$ cat src/rtl/period_meter_pkg.sv
// period_meter_pkg: shared FSM state encoding and default build parameters for period_meter.
package period_meter_pkg;

    typedef enum logic {
        IDLE    = 1'b0,
        MEASURE = 1'b1
    } state_t;

    localparam logic [31:0] DEF_TIMEOUT     = 32'd100000000;
    localparam int          DEF_SYNC_STAGES = 2;

endpackage

$ cat src/rtl/period_meter_edge_sync.sv
// edge_sync: synchronizes an async input and flags its rising edges.
//   clock_in - sole clock
//   clear    - synchronous active-high reset
//   d        - asynchronous input
//   level    - synchronized level, time-aligned with rise
//   rise     - one-cycle pulse per detected rising edge
module edge_sync
    import period_meter_pkg::*;
#(
    parameter int STAGES = DEF_SYNC_STAGES
) (
    input  logic clock_in,
    input  logic clear,
    input  logic d,
    output logic level,
    output logic rise
);

    logic [STAGES-1:0] sync;
    logic              dly;

    // Everything resets high so a level held across clear cannot look like an edge.
    always_ff @(posedge clock_in) begin
        if (clear) begin
            sync <= '1;
            dly  <= 1'b1;
            rise <= 1'b0;
        end else begin
            sync <= {sync[STAGES-2:0], d};
            dly  <= sync[STAGES-1];
            rise <= sync[STAGES-1] & ~dly;
        end
    end

    // dly and rise both reflect the same sample of the last stage.
    assign level = dly;

endmodule

$ cat src/rtl/period_meter.sv
// period_meter: measures period and high time of a slow async square wave in clock_in cycles.
//   clock_in     - sole clock
//   clear        - synchronous active-high reset
//   sig_in       - asynchronous signal to measure
//   period       - cycles between the last two rising edges
//   high_time    - cycles sig_in was high within that period
//   period_valid - one-cycle pulse when period/high_time update
//   timeout      - sticky, set when no edge arrives within TIMEOUT cycles
module period_meter
    import period_meter_pkg::*;
#(
    parameter logic [31:0] TIMEOUT     = DEF_TIMEOUT,
    parameter int          SYNC_STAGES = DEF_SYNC_STAGES
) (
    input  logic        clock_in,
    input  logic        clear,
    input  logic        sig_in,
    output logic [31:0] period,
    output logic [31:0] high_time,
    output logic        period_valid,
    output logic        timeout
);

    logic        level, rise;
    logic        arm, capture, expire;
    logic [31:0] cnt, hcnt;
    state_t      state, state_nx;

    edge_sync #(.STAGES(SYNC_STAGES)) u_sync (
        .clock_in(clock_in),
        .clear   (clear),
        .d       (sig_in),
        .level   (level),
        .rise    (rise)
    );

    always_ff @(posedge clock_in) begin
        if (clear) state <= IDLE;
        else       state <= state_nx;
    end

    // An edge on the cycle cnt reaches TIMEOUT still counts as a valid period.
    always_comb begin
        state_nx = state;
        if (state == IDLE) state_nx = rise ? MEASURE : IDLE;
        else               state_nx = (!rise && cnt == TIMEOUT) ? IDLE : MEASURE;
    end

    always_comb begin
        arm     = (state == IDLE) && rise;
        capture = (state == MEASURE) && rise;
        expire  = (state == MEASURE) && !rise && (cnt == TIMEOUT);
    end

    always_ff @(posedge clock_in) begin
        if (clear) begin
            cnt          <= '0;
            hcnt         <= '0;
            period       <= '0;
            high_time    <= '0;
            period_valid <= 1'b0;
            timeout      <= 1'b0;
        end else begin
            period_valid <= capture;
            if (arm || capture) begin
                cnt  <= 32'd1;
                hcnt <= 32'd1;
            end else if (expire) begin
                cnt  <= '0;
                hcnt <= '0;
            end else if (state == MEASURE) begin
                cnt  <= cnt + 32'd1;
                hcnt <= hcnt + {31'b0, level};
            end
            if (capture) begin
                period    <= cnt;
                high_time <= hcnt;
                timeout   <= 1'b0;
            end
            if (expire) timeout <= 1'b1;
        end
    end

endmodule

$ cat config.mk
export PLATFORM = sky130hd
export DESIGN_NAME = period_meter
export DESIGN_NICKNAME = d
export VERILOG_FILES = /design/src/rtl/period_meter_pkg.sv /design/src/rtl/period_meter_edge_sync.sv /design/src/rtl/period_meter.sv
export SDC_FILE = /design/constraint.sdc
export NUM_CORES = 1
export LEC_CHECK = 0
export ABC_AREA = 1
export BUFFER_PORTS_ARGS = -buffer_cell sky130_fd_sc_hd__buf_2
export CORE_AREA = 2 2 102 104
export DETAILED_ROUTE_END_ITERATION = 7
export DIE_AREA = 0 0 104 106
export PLACE_DENSITY = 0.85
export SYNTH_ARGS = -nofsm -noshare
export SYNTH_HDL_FRONTEND = slang
export SYNTH_SLANG_ARGS = --single-unit
$ cat constraint.sdc
create_clock -name clock_in -period 3.9 [get_ports clock_in]
set_clock_uncertainty 0.2 [all_clocks]
set_input_delay 0.195 -clock clock_in [delete_from_list [all_inputs] [get_ports clock_in]]
set_output_delay 0.195 -clock clock_in [all_outputs]
set_load 0.02 [all_outputs]
== After elaboration in Yosys (flattened, before gate mapping) ==
Index checks and enable logic that the tools add are counted.

* Bits in registers: 135
* Bits in latches: 0
* Bits in writable memories: 0
* ROM bits: 0
* Input port bits: 3
* Output and inout bits: 66
* Logic and storage cells: 39
* Memories: 0

* Add/sub/neg operators: 2
* Multiply operators: 0
* Divide/modulo/power cells: 0
* $lt $le $gt $ge: 0
* Equal/unequal tests: 1
* Shift-type cells: 0
* Muxes and demuxes: 11
* Bitwise logic cells: 3
* Reductions and logical operators: 10

{| class="wikitable"
|+ Operator list
! kind !! count
|-
| 32-bit by 1-bit adder with 32-bit output || 1
|-
| 32-bit by 1-bit adder with 32-bit output (second input constant) || 1
|-
| 32-bit by 27-bit equality test with 1-bit output (second input constant) || 1
|-
| 1-bit 2-to-1 mux || 11
|-
| 1-bit logical AND || 5
|-
| 3-bit nonzero test || 1
|-
| 3-bit OR reduction || 1
|-
| 1-bit inverter || 2
|-
| 2-bit nonzero test || 1
|-
| 1-bit AND || 1
|-
| 1-bit zero test || 1
|-
| 1-bit logical OR || 1
|}

== Depth between registers and ports, before layout ==
* Word-level depth: 5
* Mapped depth: 11
* Mapped depth without buffers: 10

== Cells and area by module ==
Synthesis repeated with hierarchy kept, for this count alone.

* Cell total of the unflattened synthesis: 855
* Area total of the unflattened synthesis: 6,052.1 µm²

{| class="wikitable"
|+ By module, submodules not included
! module !! instances !! cells each !! area each (µm²) !! seq. area each (µm²)
|-
| period_meter || 1 || 845 || 5,944.5 || 2,622.5
|-
| edge_sync || 1 || 10 || 107.6 || 80.1
|}

== Least setup slack after synthesis ==
Ideal clock, no wire load.

* Kind: register to register
* Start: reg hcnt[0]
* End: reg hcnt[26]
* Setup time: 0.118 ns
* Data arrival time: 1.475 ns
* Data required time: 3.582 ns
* Slack: 2.107 ns
* Stages on the path, launching flop included: 10
* Path buffers: 0
* Period minus slack after synthesis: 1.793 ns
* Path through: dfxtp_1 > ha_1 > ha_1 > nand2_1 > nor2_1 > nand2_1 > nor2_2 > nand2_1 > nor3_1 > nor2_1

* Cells in the longest elaborated chain, start to end: 1

{| class="wikitable"
|+ RTL lines
! what !! RTL line !! RTL
|-
| start, declared || period_meter.sv:26 || <nowiki>logic [31:0] cnt, hcnt;</nowiki>
|-
| start signal, assigned || period_meter.sv:73 || <nowiki>hcnt <= hcnt + {31'b0, level};</nowiki>
|-
| 32-bit by 1-bit adder with 32-bit output || period_meter.sv:73 ||
|}

No other way between the ends.
A chain may end at the register's enable or synchronous reset.

== Worst setup path in the final report ==
* Start: reg state
* End: reg hcnt[24]

* Cells in the longest elaborated chain, start to end: 4

{| class="wikitable"
|+ RTL lines
! what !! RTL line !! RTL
|-
| start, declared || period_meter.sv:27 || <nowiki>state_t state, state_nx;</nowiki>
|-
| start signal, assigned || period_meter.sv:39 || <nowiki>else state <= state_nx;</nowiki>
|-
| 1-bit inverter || period_meter.sv:50 || <nowiki>arm = (state == IDLE) && rise;</nowiki>
|-
| 1-bit logical AND || period_meter.sv:50 ||
|-
| 1-bit logical OR || period_meter.sv:65 || <nowiki>if (arm || capture) begin</nowiki>
|-
| 3-bit OR reduction (no line) || n/a ||
|}

Parallel ways exist; a longest one is shown, timed or not.

==> impl_metrics.ini <==
[outcome]
status = complete, no violations

[flow_run]
max_cap_viol_count = 0

[routing]
post_drt_wl_per_cell_um = 13.9
antenna_left = 0
vias_per_cell = 5.44
via_count = 5904
drtPass1Iterations = 5
drc = 0
wl_mm = 15.1
drt_iter0_markers = 558

[timing]
tns_ns = 0
post-route-period-util_pct = 62.8
setup_ws_ns = 1.45
period_needed_ns = 2.45
worst_pin_slew_ns = 1.08
hold_viol = 0
drv_slew = 0
whs_ns = 0.227
slew_headroom_pct = 27.7
finalSetupViolations = 0
rsz0062_at_grt = no
max_freq_mhz = 408

[synthesis]
synth_seq_cells = 135
syn-num-nets = 881
avgSynthCellArea_um2 = 6.95
async_flop_share_pct = 0
yosys-top-cells-count = nand2_1, nor2_1, dfxtp_1
synth_area_leader_cell = dfxtp_1
yosysWarnings = 0
dominantRegCellSynth = dfxtp_1
yosysTopAreaCellShare_pct = 44.5
synth_area_leaders = dfxtp_1, nand2_1, nand3_1, nor2_1, inv_1
netlist_area_um2 = 6080
yosysMostFrequentCell = nand2_1
yosysSeqAreaShare_pct = 44.5
synth_edf_count = 0
syn_inst = 874
synth.distinct_cells = 25

[worst_setup_path]
cp.arrival_ns = 2.67
crit_fanout = 23
crit_slowest_cell = dfxtp_1
cpLargestDelayFamily = flip-flops
path_class = register to register
max_stage_delay_ns = 0.90
end_kind = register
crit_path_start = state
path_cells = inv_1 > nor2_1 > nand2_1 > inv_1 > nand2_1 > nor2_1 > nand3_1 > nand2_1 > nor2_1
critPathRequiredTime_ns = 4.11
reg2reg_depth = 9
critPathLaunchType = register
r2r_setup_slack_ns = 1.45
r2r_start = state
reg2reg_to = hcnt[24]
worst-path-buf-inv = 2

[floorplanning]
start_util_pct = 60.8
die_h_um = 106
dieArea_um2 = 11000
core_area_um2 = 10000
fp.dieW_um = 104
ios = 69
rows = 37

[grt]
grt_use_total_pct = 28.1
globalRouteOverflowTotal = 0
grt_pass1_wl_mm = 25.3
grt_pass1_vias = 5444
grt_max_degree = 67
antenna_found_initial = 0

[clocking]
clock_path_buffers = 2
cts.sinks = 135
cts_max_level = 4
cts_inserted_buffers = 17
worstSkewPairLatency_ns = 0.53
cts_tree = done
path_clk_slew_ns = 0.06
root_buffer = clkbuf_8

[pwr]
leakagePower_nw = 2.85
switching_power_w = 0.000663
combPwrFrac_pct = 1.2
power.clock.fraction_pct = 53.0
switching_share_pct = 21.9
cellPowerDensity_nw_per_um2 = 429
p_int_w = 0.00236
seqPwrFrac_pct = 45.7
p_total_w = 0.00303
irDropWorstVdd_mv = 0.306

[place]
dp_slack_ns = 1.55
port_buffers = 68
gp_congestion = 0.991
hpwlAfterDp_mm = 9.85
postPlaceCellArea_um2 = 6440

[cells_and_area]
regArea_um2 = 2700
multiInputGateArea_um2 = 2860
design_area_um2 = 7060
drive_gt1_share_pct = 12.9
antenna_cells = 0
nFillCells = 827
syn_to_final_growth_pct = 16.2
nets = 943

[worst_hold_path]
worstHoldPathCells = 1
min_from = u_sync.sync[0]
hold_path_class = register to register
whs_endpoint = u_sync.sync[1]
## power groups by stage
stage          clock [W]  combinational (W)  sequential (W)
3_3_place_gp           0          0.0000350         0.00141
6_report         0.00160          0.0000378         0.00138
2_1_floorplan          0          0.0000349         0.00141
3_5_place_dp           0          0.0000356         0.00141
4_1_cts          0.00160          0.0000380         0.00138
5_1_grt          0.00168          0.0000417         0.00138
## cells by family after synthesis
group	after synthesis	share of synthesized area (%)
compound gates	69	5.68
xor+xnor	32	4.61
fa+ha+maj	4	0.823
buf+inv	125	8.50
flops	135	44.5
simple gates	509	35.9
## placed cells by master, fill, tap and decap left out, types with 4 or more instances in the layout
| master | instances |
|---|---|
| xor2_1 | 29 |
| nand4_1 | 16 |
| a21oi_1 | 13 |
| ha_1 | 4 |
| buf_2 | 68 |
| clkbuf_16 | 16 |
| clkinvlp_4 | 5 |
| o21ai_1 | 11 |
| nor2_1 | 151 |
| nor2_2 | 8 |
| o21ai_0 | 45 |
| inv_1 | 90 |
| nand3_1 | 118 |
| nor3_1 | 10 |
| nand2_1 | 198 |
| dfxtp_1 | 135 |
| inv_2 | 6 |
## registers in the layout, summed over array words and instances, names as in the netlist
signal and cells:
high_time 32, period 32, u_sync.rise 1, period_valid 1, state 1, cnt 32, timeout 1, u_sync.level 1
hcnt 32, u_sync.sync 2
## stage by stage
stage / utilization [%] / instances
5_1_grt: 70.6 / 1085
3_5_place_dp: 64.4 / 1050
3_3_place_gp: 64.4 / 1050
4_1_cts: 70.6 / 1085
2_1_floorplan: - / 874
6_report: 70.6 / 1085
## worst register-to-register path, cell delays in order, from the launching register on
cell and delay [ns]:
dfxtp_1 0.90, inv_1 0.45, nor2_1 0.20, nand2_1 0.11, inv_1 0.09, nand2_1 0.05, nor2_1 0.13, nand3_1 0.09
nand2_1 0.07, nor2_1 0.04
## repair_timing
action,in CTS,in global routing
hold buffers,3,0
setup buffers,0,0
hold endpoints to repair,20,0
gates resized for setup,0,0
endpoints found under the setup margin,0,0
## layer usage
| metal | share of wire, % | GRT usage [%] |
|---|---|---|
| met5 | 0 | 0 |
| met3 | 8.1 | 5.76 |
| met2 | 44 | 45.0 |
| met4 | 1.7 | 9.85 |
| met1 | 46 | 37.9 |
## area by class of cell
class / instances / share of cell area [%]
flip-flops and latches: 135 / 38.3
inverters: 96 / 5.10
clock inverters: 15 / 2.52
clock buffers: 17 / 5.86
well taps: 136 / 2.41
repair buffers: 72 / 5.35
multi-input cells: 614 / 40.5
## worst max-delay path by stage
| stage | endpoint | slack (ns) | cells past startpoint |
|---|---|---|---|
| final | hcnt[24] | 1.45 | 9 |
| after global routing | cnt[24] | 1.25 | 7 |
| after CTS | hcnt[26] | 1.52 | 7 |
| after detailed placement | hcnt[24] | 1.55 | 9 |
| after global placement | hcnt[24] | 1.62 | 9 |
| after floorplan | hcnt[26] | 2.11 | 9 |
Power figures use the tool's default switching activity.
